**src/rtl/csr_trap_sequencer.sv**
```systemverilog
// Sequences machine-mode CSR updates for traps and mret, arbitrating the CSR
// file's single read and write ports against WBU writes and IDU reads.
`timescale 1ns/1ps
module csr_trap_sequencer #(
  parameter int unsigned BITS_W      = 32,
  parameter int unsigned CSR_W       = 12,
  parameter int unsigned IDX_MSTATUS = 0,
  parameter int unsigned IDX_MTVEC   = 1,
  parameter int unsigned IDX_MEPC    = 2,
  parameter int unsigned IDX_MCAUSE  = 3
) (
  input  logic              clk,
  input  logic              rst,
  input  logic              wb_csr_valid,
  input  logic [CSR_W-1:0]  wb_csr_rd,
  input  logic [BITS_W-1:0] wb_csr_data,
  input  logic [CSR_W-1:0]  idu_csr_rs,
  output logic [BITS_W-1:0] idu_csr_rs_data,
  input  logic              trap_req,
  input  logic [BITS_W-1:0] trap_pc,
  input  logic [BITS_W-1:0] trap_cause,
  input  logic              mret_req,
  output logic              csr_wr_en,
  output logic [CSR_W-1:0]  csr_wr_addr,
  output logic [BITS_W-1:0] csr_wr_data,
  output logic [CSR_W-1:0]  csr_rd_addr,
  input  logic [BITS_W-1:0] csr_rd_data,
  output logic              busy,
  output logic              redirect_valid,
  output logic [BITS_W-1:0] redirect_pc
);

  typedef enum logic [2:0] {
    IDLE, T_MEPC, T_MCAUSE, T_MSTAT, T_VEC, M_STAT, M_EPC
  } state_t;

  state_t            state;
  logic [BITS_W-1:0] pc_q;
  logic [BITS_W-1:0] cause_q;
  logic [BITS_W-1:0] redir_q;
  logic [BITS_W-1:0] trap_mstatus;
  logic [BITS_W-1:0] mret_mstatus;
  logic [BITS_W-1:0] vec_pc;

  // mstatus rewrites: trap stacks MIE into MPIE, mret restores it; MPP is always M.
  always_comb begin
    trap_mstatus        = csr_rd_data;
    trap_mstatus[7]     = csr_rd_data[3];
    trap_mstatus[3]     = 1'b0;
    trap_mstatus[12:11] = 2'b11;
    mret_mstatus        = csr_rd_data;
    mret_mstatus[3]     = csr_rd_data[7];
    mret_mstatus[7]     = 1'b1;
    mret_mstatus[12:11] = 2'b11;
    vec_pc              = csr_rd_data & ~BITS_W'(3);
  end

  always_ff @(posedge clk) begin
    if (rst) begin
      state   <= IDLE;
      pc_q    <= '0;
      cause_q <= '0;
      redir_q <= '0;
    end else begin
      case (state)
        IDLE: begin
          if (trap_req) begin
            pc_q    <= trap_pc;
            cause_q <= trap_cause;
            state   <= T_MEPC;
          end else if (mret_req) begin
            state <= M_STAT;
          end
        end
        T_MEPC:   state <= T_MCAUSE;
        T_MCAUSE: state <= T_MSTAT;
        T_MSTAT:  state <= T_VEC;
        T_VEC: begin
          redir_q <= vec_pc;
          state   <= IDLE;
        end
        M_STAT:   state <= M_EPC;
        M_EPC: begin
          redir_q <= csr_rd_data;
          state   <= IDLE;
        end
        default:  state <= IDLE;
      endcase
    end
  end

  // Read address kept apart from the data-dependent outputs so the read path stays acyclic.
  always_comb begin
    csr_rd_addr = idu_csr_rs;
    case (state)
      T_MSTAT, M_STAT: csr_rd_addr = CSR_W'(IDX_MSTATUS);
      T_VEC:           csr_rd_addr = CSR_W'(IDX_MTVEC);
      M_EPC:           csr_rd_addr = CSR_W'(IDX_MEPC);
      default:         csr_rd_addr = idu_csr_rs;
    endcase
  end

  always_comb begin
    csr_wr_en       = 1'b0;
    csr_wr_addr     = wb_csr_rd;
    csr_wr_data     = wb_csr_data;
    idu_csr_rs_data = '0;
    redirect_valid  = 1'b0;
    redirect_pc     = redir_q;
    case (state)
      IDLE: begin
        csr_wr_en       = wb_csr_valid;
        idu_csr_rs_data = csr_rd_data;
      end
      T_MEPC: begin
        csr_wr_en   = 1'b1;
        csr_wr_addr = CSR_W'(IDX_MEPC);
        csr_wr_data = pc_q;
      end
      T_MCAUSE: begin
        csr_wr_en   = 1'b1;
        csr_wr_addr = CSR_W'(IDX_MCAUSE);
        csr_wr_data = cause_q;
      end
      T_MSTAT: begin
        csr_wr_en   = 1'b1;
        csr_wr_addr = CSR_W'(IDX_MSTATUS);
        csr_wr_data = trap_mstatus;
      end
      T_VEC: begin
        redirect_valid = 1'b1;
        redirect_pc    = vec_pc;
      end
      M_STAT: begin
        csr_wr_en   = 1'b1;
        csr_wr_addr = CSR_W'(IDX_MSTATUS);
        csr_wr_data = mret_mstatus;
      end
      M_EPC: begin
        redirect_valid = 1'b1;
        redirect_pc    = csr_rd_data;
      end
      default: ;
    endcase
    // Reset aborts a sequence in the very cycle it is asserted.
    if (rst) begin
      csr_wr_en      = 1'b0;
      redirect_valid = 1'b0;
      redirect_pc    = '0;
    end
  end

  assign busy = (state != IDLE);

endmodule

```
**config.mk**
```make
export PLATFORM = sky130hd
export DESIGN_NAME = csr_trap_sequencer
export DESIGN_NICKNAME = d
export VERILOG_FILES = /design/src/rtl/csr_trap_sequencer.sv
export SDC_FILE = /design/constraint.sdc
export NUM_CORES = 1
export LEC_CHECK = 0
export ABC_AREA = 1
export ABC_CLOCK_PERIOD_IN_PS = 2200
export BUFFER_PORTS_ARGS = -buffer_cell sky130_fd_sc_hd__clkbuf_2
export CAP_MARGIN = 20
export CORE_UTILIZATION = 52
export CTS_BUF_LIST = sky130_fd_sc_hd__clkbuf_2 sky130_fd_sc_hd__clkbuf_4 sky130_fd_sc_hd__clkbuf_8
export DETAILED_ROUTE_END_ITERATION = 8
export GPL_TIMING_DRIVEN = 0
export HOLD_SLACK_MARGIN = 0.1
export PLACE_DENSITY_LB_ADDON = 0.12
export REMOVE_ABC_BUFFERS = 1
export SYNTH_ARGS = -nofsm -noshare
export SYNTH_HDL_FRONTEND = slang
export SYNTH_SLANG_ARGS = --single-unit
```
**constraint.sdc**
```tcl
create_clock -name clk -period 2.2 [get_ports clk]
set_input_delay 0.22 -clock clk [delete_from_list [all_inputs] [get_ports clk]]
set_output_delay 0.22 -clock clk [all_outputs]
set_load 0.05 [all_outputs]
```
==> metrics.cfg <==
[route]
dr.pass1.iters = 5
wl_per_cell_microns = 15.46
num_vias = 7627
drt-vias-per-instance = 5.256
ant_nets = 0
route.detailed.drc = 0
wirelength_mm = 22.43
drtIter0Drc = 486

[timing]
fin_crit_sh = 0.9966
tightest_slew_ns = 0.6421
fin_hold_ws_ns = 0.1110
skew_ns = 0.008044
max_freq_mhz = 456.1
tns_ns = 0
fin_crit_ns = 2.192
drv_slew = 0
setup_viol = 0
timing.slew.headroom = 0.5714
rsz0062_at_grt = yes
hold_viol_final = 0

[worst_setup_path]
rr_worst_depth = 7
arrival_ns = 1.97
cp_top_family = buffers and inverters
required_ns = 1.98
cp_slowest_cell = dfxtp_4
path_depth = 7
timing.rr.start = state[1]
crit_path_start_kind = register
crit_buf_inv = 4
cp_cell_sequence = inv_2 -> nand2_2 -> nor2_4 -> clkinvlp_4 -> buf_4 -> o21ai_0 -> clkbuf_4
reg2reg_slack_ns = 0.24
cp-end-kind = output pin
critPathMaxStageDelay_ns = 0.36
path_max_fanout = 9
r2r-end = cause_q[24]
path_class = register to output pin

[flow_run]
timing.max_cap.violations = 0

[power_and_ir_drop]
combPwrFrac = 0.597
powerDensity_nw_per_um2 = 964.0
power.switching_mw = 4.317
p_int_mw = 4.173
swShare = 0.5085
ir_worst_vdd_mv = 0.7655
p_clk_frac = 0.144
seq_power_share = 0.258
p_leak_nw = 5.012

[yosys]
synth-edff-count = 0
ys.flop_type = dfxtp_1
yosysWarnings = 0
synthDistinctLibCells = 22
async_reset_ff_frac = 0
synthCells = 982
postSynthAreaPerCell_sq_um = 5.935
ys_ff_latch = 99
ys_seq_area_frac = 0.3401
syn-cell-area_sq_um = 5828

[global_route]
grt_pass1_wl_mm = 32.84
overflow = 0
grt_max_degree = 67
grt_util_all_layers = 0.3685
grt_pass1_vias = 6755
grt_antenna_before_repair = 1

[clock_tree]
clk_pin_slew_ns = 0.10
clockRootBuffer = clkbuf_8
clock_latency_ns = 0.38
cts_sinks = 99
cts_tree = built
clockBufferDepth = 2
htreeDepth = 3
cts_buffers = 9

[run_status]
status = finished clean

[worst_hold_path]
hold_end = redir_q[12]
min_path_cells = 3
hold_path_class = primary input to register
worstHoldStart = csr_rd_data[12]

[floorplan]
ios = 280
die-area_sq_um = 11630
initial_utilization = 0.5353
core-area_sq_um = 10890
placementRows = 38
die_h_microns = 107.9
die_w_microns = 107.9

[placement]
numPortBuffers = 279
place_hpwl_mm = 11.66
place_congestion = 0.7617

[layout]
drive_gt1_frac = 0.2740
area_growth_pct = 51.12
num-nets-final = 1463

## Yosys cell counts (7+ instances only)
library cell | instances | area share
buf_1 | 7 | 0.0045
buf_2 | 21 | 0.018
nand3_1 | 37 | 0.032
buf_6 | 12 | 0.023
o21ai_0 | 25 | 0.021
nor2_1 | 218 | 0.14
nand2_1 | 295 | 0.19
clkbuf_1 | 16 | 0.010
buf_4 | 15 | 0.019
dfxtp_1 | 99 | 0.34
inv_1 | 123 | 0.079
nand4_1 | 92 | 0.099
## metrics by stage
step / setup WS (ns) / instances / util / power, mW / instance area [sq um]
finish: 0.007524 / 1451 / 0.8089 / 8.490 / 8807
global route: -0.07603 / 1451 / 0.8089 / 8.901 / 8807
CTS: 0.01983 / 1444 / 0.7904 / 8.238 / 8606
detailed placement: -1.465 / 1334 / 0.6497 / 6.311 / 7074
global placement: -3.758 / 1330 / 0.6393 / 6.259 / 6960
floorplan: -1.872 / 911 / - / 5.215 / 5389
## tightest hold or removal path, cell delays in order
cell	delay [ns]
clkbuf_2	0.08
inv_1	0.06
o21ai_1	0.08
## layout make-up
cell class | instances | area, sq um
Clock inverter | 4 | 48.80
Fill cell | 810 | 2081
Sequential cell | 99 | 1993
Timing Repair inverter | 3 | 35.03
Antenna cell | 1 | 2.502
Tap cell | 140 | 175.2
Timing Repair Buffer | 379 | 2825
Inverter | 129 | 579.3
Clock buffer | 11 | 151.4
Multi-Input combinational cell | 685 | 2997
## logic make-up (layout without fill, tap and decap cells)
logic type / count (synthesis) / in the layout / share of synthesized area
flip-flops: 99 / 99 / 0.3401
AND/OR/NAND/NOR: 649 / 651 / 0.4708
other: 0 / 1 / 0
AO/OA/AOI/OAI: 34 / 34 / 0.03027
buffers and inverters: 200 / 526 / 0.1589
## how the worst max path moves through the flow
stage | startpoint | endpoint
after detailed placement | state[1] | csr_wr_addr[0]
after global routing | state[0] | redirect_pc[30]
after global placement | state[1] | csr_wr_addr[0]
after floorplan | state[1] | csr_wr_data[11]
final | state[0] | redirect_pc[30]
after CTS | state[2] | redirect_pc[23]
## per-layer routing
| layer | vias up | global-route usage | share of wire | wire length (microns) |
|---|---|---|---|---|
| met2 | 423 | 0.6479 | 0.48 | 10860 |
| met4 | 0 | 0.2104 | 0.040 | 902 |
| met5 | - | 0 | 0 | 0 |
| met3 | 65 | 0.07869 | 0.085 | 1897 |
| met1 | 3450 | 0.4088 | 0.39 | 8772 |
| li1 | 3689 | - | - | - |
## placed cells by master, fill, tap and decap left out, types with 3 or more instances in the layout
cell type and n:
buf_12 6, clkbuf_2 199, nand3_1 35, dlygate4sd3_1 65, nand2_2 3, buf_6 15, dfxtp_1 96, nand3_2 3
inv_1 121, buf_4 59, nor2_1 215, buf_2 9, o21ai_1 13, nand2_1 293, nor2_4 7, clkbuf_8 16
o21ai_0 17, dfxtp_4 3, buf_16 5, clkbuf_4 12, nand4_1 92
## repair_timing
action,in CTS,in global routing
setup endpoints to repair,219,142
pin swaps,4,3
gates cloned,5,3
hold endpoints to repair,65,0
hold buffers,65,0
buffers inserted,25,3
gates resized for setup,81,136
## power groups by stage
stage / Clock, mW / Combinational (mW) / Sequential (mW)
global placement: 0 / 3.85 / 2.41
floorplan: 0 / 2.89 / 2.32
CTS: 1.24 / 4.81 / 2.18
finish: 1.23 / 5.07 / 2.19
global route: 1.32 / 5.36 / 2.22
detailed placement: 0 / 3.93 / 2.38
## sequential cells by signal, indices dropped and copies added, names as in the netlist
name     flops
pc_q        32
state        3
cause_q     32
redir_q     32
Power figures use the tool's default switching activity.
